[config.mk]
export PLATFORM = sky130hd
export DESIGN_NAME = layered_color_mapper_flat
export DESIGN_NICKNAME = d
export VERILOG_FILES = /design/src/rtl/layered_color_mapper_pkg.sv /design/src/rtl/layered_color_mapper_if.sv /design/src/rtl/layered_color_mapper_circle_hit.sv /design/src/rtl/layered_color_mapper.sv /design/src/flat_wrapper.sv
export SDC_FILE = /design/constraint.sdc
export NUM_CORES = 2
export LEC_CHECK = 0
export ABC_CLOCK_PERIOD_IN_PS = 4860
export BUFFER_PORTS_ARGS = -buffer_cell sky130_fd_sc_hd__buf_2
export CAP_MARGIN = 20
export CORE_ASPECT_RATIO = 1.2
export CORE_MARGIN = 3
export CORE_UTILIZATION = 60
export CTS_CLUSTER_SIZE = 14
export DETAILED_ROUTE_END_ITERATION = 7
export PLACE_DENSITY = 0.84
export SLEW_MARGIN = 15
export SYNTH_ARGS = -nofsm -noshare
export SYNTH_HDL_FRONTEND = slang
export SYNTH_SLANG_ARGS = --single-unit
[constraint.sdc]
create_clock -name CLK -period 4.86 [get_ports CLK]
set_clock_uncertainty 0.2 [all_clocks]
set_input_delay 0.729 -clock CLK [delete_from_list [all_inputs] [get_ports CLK]]
set_output_delay 0.729 -clock CLK [all_outputs]
set_load 0.005 [all_outputs]
[src/rtl/layered_color_mapper_pkg.sv]
// Shared types, screen codes and background colour rule for the layered colour mapper.
package layered_cm_pkg;

   typedef struct packed {
      logic [7:0] r;
      logic [7:0] g;
      logic [7:0] b;
   } rgb_t;

   localparam logic [2:0] SCR_TITLE = 3'b000;
   localparam logic [2:0] SCR_PLAY  = 3'b001;
   localparam logic [2:0] SCR_PLAY2 = 3'b010;
   localparam logic [2:0] SCR_END   = 3'b111;

   typedef enum logic [1:0] {
      ST_IDLE,
      ST_FADE_OUT,
      ST_FADE_IN
   } fade_state_t;

   // Gradients use only the coarse coordinate bits, so callers pass x[9:3] and y[9:3].
   function automatic rgb_t bg_color(input logic [2:0] screen,
                                     input logic [6:0] x_coarse,
                                     input logic [6:0] y_coarse);
      rgb_t c;
      c = '0;
      case (screen)
         SCR_TITLE: c.r = 8'h7F - {1'b0, x_coarse};
         SCR_PLAY:  c.r = 8'h70;
         SCR_PLAY2: c.r = 8'h11 - {1'b0, y_coarse};
         SCR_END:   c.g = 8'h7F - {1'b0, x_coarse};
         default:   c.b = 8'h77;
      endcase
      return c;
   endfunction

endpackage

[src/rtl/layered_color_mapper_if.sv]
// Pixel, object and colour signals between game logic, the mapper and the DAC.
interface layered_color_mapper_if #(
   parameter int N_OBJ   = 4,
   parameter int COORD_W = 10
);
   logic                       frame_start;
   logic                       pix_valid_in;
   logic [COORD_W-1:0]         DrawX;
   logic [COORD_W-1:0]         DrawY;
   logic [2:0]                 currScreen;
   logic [N_OBJ-1:0]           obj_en;
   logic [N_OBJ*COORD_W-1:0]   obj_x;
   logic [N_OBJ*COORD_W-1:0]   obj_y;
   logic [N_OBJ*8-1:0]         obj_r;
   logic [N_OBJ*24-1:0]        obj_rgb;
   logic                       pix_valid_out;
   logic [7:0]                 Red;
   logic [7:0]                 Green;
   logic [7:0]                 Blue;
   logic                       fade_busy;

   modport master (
      output frame_start, pix_valid_in, DrawX, DrawY, currScreen,
             obj_en, obj_x, obj_y, obj_r, obj_rgb,
      input  pix_valid_out, Red, Green, Blue, fade_busy
   );

   modport slave (
      input  frame_start, pix_valid_in, DrawX, DrawY, currScreen,
             obj_en, obj_x, obj_y, obj_r, obj_rgb,
      output pix_valid_out, Red, Green, Blue, fade_busy
   );
endinterface

[src/rtl/layered_color_mapper_circle_hit.sv]
// Combinational point-in-circle test; widths are chosen so the squared distance cannot overflow.
module circle_hit #(
   parameter int COORD_W = 10
) (
   input  logic [COORD_W-1:0] cx,
   input  logic [COORD_W-1:0] cy,
   input  logic [COORD_W-1:0] px,
   input  logic [COORD_W-1:0] py,
   input  logic [7:0]         radius,
   input  logic               en,
   output logic               hit
);
   localparam int DW = COORD_W + 2;
   localparam int SW = 2 * DW + 1;

   logic signed [DW-1:0] dx, dy;
   logic signed [SW-1:0] dx_w, dy_w, dist_s;
   logic        [SW-1:0] dist2, rad2;

   assign dx     = signed'({2'b00, px}) - signed'({2'b00, cx});
   assign dy     = signed'({2'b00, py}) - signed'({2'b00, cy});
   assign dx_w   = SW'(dx);
   assign dy_w   = SW'(dy);
   assign dist_s = dx_w * dx_w + dy_w * dy_w;
   assign dist2  = $unsigned(dist_s);
   assign rad2   = SW'(radius) * SW'(radius);
   assign hit    = en & (dist2 <= rad2);
endmodule

[src/rtl/layered_color_mapper.sv]
// Two-stage colour pipeline: prioritised circle objects over a screen background,
// scaled by a frame-synchronous cross-fade level.
module layered_color_mapper
   import layered_cm_pkg::*;
#(
   parameter int         N_OBJ      = 4,
   parameter int         COORD_W    = 10,
   parameter int         FADE_SHIFT = 3,
   parameter logic [7:0] SHOW_MASK  = 8'b0000_0110
) (
   input logic                  CLK,
   input logic                  Reset,
   layered_color_mapper_if.slave bus
);
   localparam int              LW   = FADE_SHIFT + 1;
   localparam int              PW   = 8 + FADE_SHIFT + 1;
   localparam logic [LW-1:0]   LMAX = LW'(2 ** FADE_SHIFT);

   fade_state_t      state;
   logic [LW-1:0]    level;
   logic [2:0]       shown_screen;
   logic             fade_busy_q;

   logic [N_OBJ-1:0] hit_c;
   logic [N_OBJ-1:0] s1_hit;
   rgb_t             s1_bg;
   logic             s1_show;
   logic [LW-1:0]    s1_level;
   logic             s1_valid;
   rgb_t             sel_c;
   rgb_t             out_q;
   logic             out_valid_q;

   function automatic logic [7:0] scale(input logic [7:0] c, input logic [LW-1:0] lvl);
      logic [PW-1:0] p;
      p = PW'(c) * PW'(lvl);
      return p[FADE_SHIFT +: 8];
   endfunction

   for (genvar i = 0; i < N_OBJ; i++) begin : g_obj
      circle_hit #(.COORD_W(COORD_W)) u_hit (
         .cx     (bus.obj_x[i*COORD_W +: COORD_W]),
         .cy     (bus.obj_y[i*COORD_W +: COORD_W]),
         .px     (bus.DrawX),
         .py     (bus.DrawY),
         .radius (bus.obj_r[i*8 +: 8]),
         .en     (bus.obj_en[i]),
         .hit    (hit_c[i])
      );
   end

   // Fade state, level and shown screen only move on frame_start, so a frame never tears.
   always_ff @(posedge CLK or negedge Reset) begin
      if (!Reset) begin
         state        <= ST_IDLE;
         level        <= LMAX;
         shown_screen <= SCR_TITLE;
         fade_busy_q  <= 1'b0;
      end else if (bus.frame_start) begin
         case (state)
            ST_IDLE: begin
               if (bus.currScreen != shown_screen) begin
                  state       <= ST_FADE_OUT;
                  fade_busy_q <= 1'b1;
               end
            end
            ST_FADE_OUT: begin
               if (bus.currScreen == shown_screen) begin
                  state <= ST_FADE_IN;
               end else if (level == '0) begin
                  shown_screen <= bus.currScreen;
                  state        <= ST_FADE_IN;
               end else begin
                  level <= level - 1'b1;
               end
            end
            ST_FADE_IN: begin
               if (bus.currScreen != shown_screen) begin
                  state <= ST_FADE_OUT;
               end else if (level >= LMAX - 1'b1) begin
                  level       <= LMAX;
                  state       <= ST_IDLE;
                  fade_busy_q <= 1'b0;
               end else begin
                  level <= level + 1'b1;
               end
            end
            default: begin
               state       <= ST_IDLE;
               fade_busy_q <= 1'b0;
            end
         endcase
      end
   end

   // Screen visibility and level travel with the pixel so stage 2 sees a consistent frame.
   always_ff @(posedge CLK or negedge Reset) begin
      if (!Reset) begin
         s1_valid <= 1'b0;
         s1_hit   <= '0;
         s1_bg    <= '0;
         s1_show  <= 1'b0;
         s1_level <= '0;
      end else begin
         s1_valid <= bus.pix_valid_in;
         s1_hit   <= hit_c;
         s1_bg    <= bg_color(shown_screen, bus.DrawX[9:3], bus.DrawY[9:3]);
         s1_show  <= SHOW_MASK[shown_screen];
         s1_level <= level;
      end
   end

   always_comb begin
      sel_c = s1_bg;
      if (s1_show) begin
         for (int i = N_OBJ - 1; i >= 0; i--) begin
            if (s1_hit[i]) sel_c = bus.obj_rgb[i*24 +: 24];
         end
      end
   end

   always_ff @(posedge CLK or negedge Reset) begin
      if (!Reset) begin
         out_q       <= '0;
         out_valid_q <= 1'b0;
      end else begin
         out_q.r     <= scale(sel_c.r, s1_level);
         out_q.g     <= scale(sel_c.g, s1_level);
         out_q.b     <= scale(sel_c.b, s1_level);
         out_valid_q <= s1_valid;
      end
   end

   assign bus.Red           = out_q.r;
   assign bus.Green         = out_q.g;
   assign bus.Blue          = out_q.b;
   assign bus.pix_valid_out = out_valid_q;
   assign bus.fade_busy     = fade_busy_q;
endmodule
[src/flat_wrapper.sv]
// flat-port wrapper written by rule: the top's interface ports become plain ports
module layered_color_mapper_flat import layered_cm_pkg::*;
#(
   parameter int         N_OBJ      = 4,
   parameter int         COORD_W    = 10,
   parameter int         FADE_SHIFT = 3,
   parameter logic [7:0] SHOW_MASK  = 8'b0000_0110
)
  (CLK, Reset, bus_frame_start, bus_pix_valid_in, bus_DrawX, bus_DrawY, bus_currScreen, bus_obj_en, bus_obj_x, bus_obj_y, bus_obj_r, bus_obj_rgb, bus_pix_valid_out, bus_Red, bus_Green, bus_Blue, bus_fade_busy);
  layered_color_mapper_if #(.N_OBJ(N_OBJ), .COORD_W(COORD_W)) bus_i ();
  input logic CLK;
  input logic Reset;
  input wire logic [$bits(bus_i.frame_start)-1:0] bus_frame_start;
  input wire logic [$bits(bus_i.pix_valid_in)-1:0] bus_pix_valid_in;
  input wire logic [$bits(bus_i.DrawX)-1:0] bus_DrawX;
  input wire logic [$bits(bus_i.DrawY)-1:0] bus_DrawY;
  input wire logic [$bits(bus_i.currScreen)-1:0] bus_currScreen;
  input wire logic [$bits(bus_i.obj_en)-1:0] bus_obj_en;
  input wire logic [$bits(bus_i.obj_x)-1:0] bus_obj_x;
  input wire logic [$bits(bus_i.obj_y)-1:0] bus_obj_y;
  input wire logic [$bits(bus_i.obj_r)-1:0] bus_obj_r;
  input wire logic [$bits(bus_i.obj_rgb)-1:0] bus_obj_rgb;
  output wire logic [$bits(bus_i.pix_valid_out)-1:0] bus_pix_valid_out;
  output wire logic [$bits(bus_i.Red)-1:0] bus_Red;
  output wire logic [$bits(bus_i.Green)-1:0] bus_Green;
  output wire logic [$bits(bus_i.Blue)-1:0] bus_Blue;
  output wire logic [$bits(bus_i.fade_busy)-1:0] bus_fade_busy;
  assign bus_i.frame_start = bus_frame_start;
  assign bus_i.pix_valid_in = bus_pix_valid_in;
  assign bus_i.DrawX = bus_DrawX;
  assign bus_i.DrawY = bus_DrawY;
  assign bus_i.currScreen = bus_currScreen;
  assign bus_i.obj_en = bus_obj_en;
  assign bus_i.obj_x = bus_obj_x;
  assign bus_i.obj_y = bus_obj_y;
  assign bus_i.obj_r = bus_obj_r;
  assign bus_i.obj_rgb = bus_obj_rgb;
  assign bus_pix_valid_out = bus_i.pix_valid_out;
  assign bus_Red = bus_i.Red;
  assign bus_Green = bus_i.Green;
  assign bus_Blue = bus_i.Blue;
  assign bus_fade_busy = bus_i.fade_busy;
  layered_color_mapper #(.N_OBJ(N_OBJ), .COORD_W(COORD_W), .FADE_SHIFT(FADE_SHIFT), .SHOW_MASK(SHOW_MASK)) u_core (.CLK(CLK), .Reset(Reset), .bus(bus_i));
endmodule
==> summary.md <==
| Metric | Value |
|---|---|
| Area Overhead vs Synth | 23.6% |
| Mux share of post-synthesis cell area | 0.857% |
| First-pass GRT wire length | 245000 µm |
| Core area | 85200 µm² |
| Ys flop type | dfrtp_1 |
| Synth unique cells | 83 |
| Worst Max-Slew Pin Slew | 858 ps |
| Final Wtd Congestion | 0.991 |
| Outcome | finished, violations left |
| # port buffers | 264 |
| Crit path max-delay cell type | fa_1 |
| Largest family of logic cells by synthesized area | adder cells |
| XOR/XNOR Fraction of Synth Area | 4.61% |
| FILL cells | 5435 |
| Period utilization | 186% |
| Nets@finish | 9182 |
| Min Tclk post-route | 9040 ps |
| Yosys reg bits | 61 |
| Syn_area_per_cell | 8.82 µm² |
| Largest net degree at the start of global routing | 51 |
| CP top delay family | adder cells |
| Initial antenna violation count | 21 |
| Crit path required time | 4980 ps |
| Clk buf depth | 2 |
| Cells after Synth | 5880 |
| Commonest non-fill, non-tap cells in the layout | inv_1 (1623), fa_1 (1108), buf_4 (1068), ha_1 (640), nor2_1 (470) |
| PnR worst setup slack | -4180 ps |
| Cts hold-fix bufs | 0 |
| Reg2reg setup slack | -290 ps |
| Slew Viols, Final | 0 |
| Setup Total Neg Slack | -16850 ps |
| Residual DRC | 0 |
| Worst path max stage delay | 560 ps |
| Clock tree root driver cell | clkbuf_16 |
| Worst-path fanout max | 4 |
| Max-slew headroom | 42.8% |
| Simple-gate share of the synthesized area | 11.7% |
| Rows | 117 |
| Height of the die | 328 µm |
| Register Area | 1530 µm² |
| TritonRoute pass-1 iters | 5 |
| Setup CP Type | input port to flip-flop |
| Worst-Skew Late Latency | 390 ps |
| Number of enable flip-flop cells after synthesis | 0 |
| Reg clk slew, reported paths | 80 ps |
| # IOs | 265 |
| Clock sink count | 61 |
| Die Area | 90000 µm² |
| Crit path buffers/inverters | 11 |
| Mapped Area | 51800 µm² |
| H-tree depth | 3 |
| Arr. time, crit path | 9160 ps |
| Post-DR vias/cell | 5.44 |
| Total track usage | 34.7% |
| Area occupied by multi-input gates | 44600 µm² |
| Post-route ant nets | 0 |
| Num CTS Buffers | 9 |
| Drt wl/cell | 18.2 µm |
| Routed vias | 45.2k |
| Synth Area in Adders | 59.1% |
| Total number of yosys warnings | 0 |
| Hold Vio Cnt, Final | 0 |
| Final WL | 151000 µm |
| RSZ-0062 raised after global routing | yes |
| Most common cell after layout, fill and taps aside | inv_1 |
| Synth Area in Compound Gates | 8.04% |
| Seq/Total Area, Yosys | 2.95% |
| Initial Util | 60.9% |
| Asr flop ratio synth | 100% |
| Detailed Route Iter0 Violations | 3027 |
| Net Count, Synth | 7897 |
| DP Wirelength | 133000 µm |
| Layout cell share with drive strength beyond 1 | 22.6% |
| Die width | 274 µm |
| Maxcap violations | 0 |
| Crit. End Element | flip-flop |
| Via count of the first global-routing pass | 50.3k |
| Failing checks | negative setup slack |
| Critical Path Source Type | input port |
| Hold Path Class | input port to asynchronous set/reset pin |
| Worst path most repeated cell | fa_1 |
| Fmax | 111 MHz |
| TritonCTS clock tree | yes |
| Grt ovf | 0 |
| Final setup fails | 9 |
worst register-to-register path: cells and delay by family, from the launching register on:
kind	cells	cell delay, ps
AOI/OAI and AO/OA	8	1220
muxes	2	550
DFF	1	710
and+or+nand+nor	5	410
buffers and inverters	2	400
xor gates and xnor gates	1	220
adders and majority gates	3	1320
repair_timing:
action | 4_1_cts | 5_1_grt
hold endpoints to repair | 0 | 0
setup buffers | 32 | 8
pin swaps | 105 | 22
gates resized for setup | 86 | 44
endpoints found under the setup margin | 6 | 15
cell families after synthesis:
family	Yosys count
muxes	42
buffers and inverters	1759
adders and majority gates	1778
xor gates and xnor gates	266
AOI/OAI and AO/OA	641
and+or+nand+nor	1333
DFF	61
synthesized netlist by cell type, drive strengths merged, types with 13 or more instances:
library cell / instances / area, µm²
a211oi: 21 / 158
mux2: 19 / 214
clkbuf: 65 / 244
a21oi: 179 / 900
and2: 102 / 638
ha: 658 / 8230
and3: 26 / 168
dfrtp: 60 / 1500
nor2b: 64 / 400
nand3: 38 / 195
o21a: 38 / 285
or3: 17 / 111
a21o: 86 / 646
nor3: 39 / 200
nand2b: 76 / 475
fa: 1120 / 22400
nor2: 490 / 1840
xnor2: 187 / 1640
a31oi: 33 / 225
or2: 24 / 150
mux2i: 23 / 230
nand2: 414 / 1550
clkinv: 24 / 90.1
inv: 1654 / 6210
xor2: 79 / 752
o21bai: 13 / 97.6
o21ai: 145 / 726
buf: 16 / 75.1
through the flow:
stage | instance area [µm²] | hold WS, ps | worst slack (ps) | utilization, % | std cells
floorplan | 52400 | 131 | -4010 | - | 5880
detailed placement | 63000 | 145 | -4720 | 73.9 | 8244
CTS | 63800 | 11.7 | -4020 | 74.9 | 8292
global route | 64100 | 28.7 | -4470 | 75.2 | 8306
finish | 64100 | 16.7 | -4180 | 75.2 | 8313
global placement | 63000 | 146 | -4490 | 73.9 | 8244
worst paths after layout:
path,start,end,depth (start not counted)
max in group asynchronous,Reset,u_core.bus.Green[5],2
hold reg to reg,u_core.s1_valid,u_core.bus.pix_valid_out,0
min in group CLK,u_core.s1_valid,u_core.bus.pix_valid_out,0
setup / recovery,bus_DrawY[0],u_core.s1_hit[3],41
hold / removal,Reset,u_core.bus.Red[6],1
setup reg to reg,u_core.s1_hit[3],u_core.bus.Red[7],21
area by class of cell:
class | instances | area share [%]
Inverter | 1678 | 9.89
Clock inverter | 5 | 0.0917
Sequential cell | 61 | 2.38
Antenna cell | 13 | 0.0508
Timing Repair Buffer | 1355 | 15.3
Tap cell | 1130 | 2.21
Multi-Input combinational cell | 4060 | 69.7
Clock buffer | 11 | 0.379
routing by layer:
layer	wire length (µm)	GRT usage (%)	up-vias
met5	106	0	-
met4	10900	21.0	10
met3	12100	7.12	697
met2	76200	60.6	1944
met1	51900	38.8	22300
li1	-	-	20300
flip-flops by register name (all words and copies together) (netlist names):
signal                    cells
u_core.bus.fade_busy          1
u_core.bus.Blue               8
u_core.shown_screen           3
u_core.bus.pix_valid_out      1
u_core.bus.Red                8
u_core.level                  4
u_core.s1_bg                 16
u_core.s1_hit                 4
u_core.state                  2
u_core.s1_valid               1
u_core.s1_level               4
u_core.s1_show                1
u_core.bus.Green              8
Power is not shown: default switching activity piles up to over one toggle a cycle in this logic, so the estimate is an artifact.
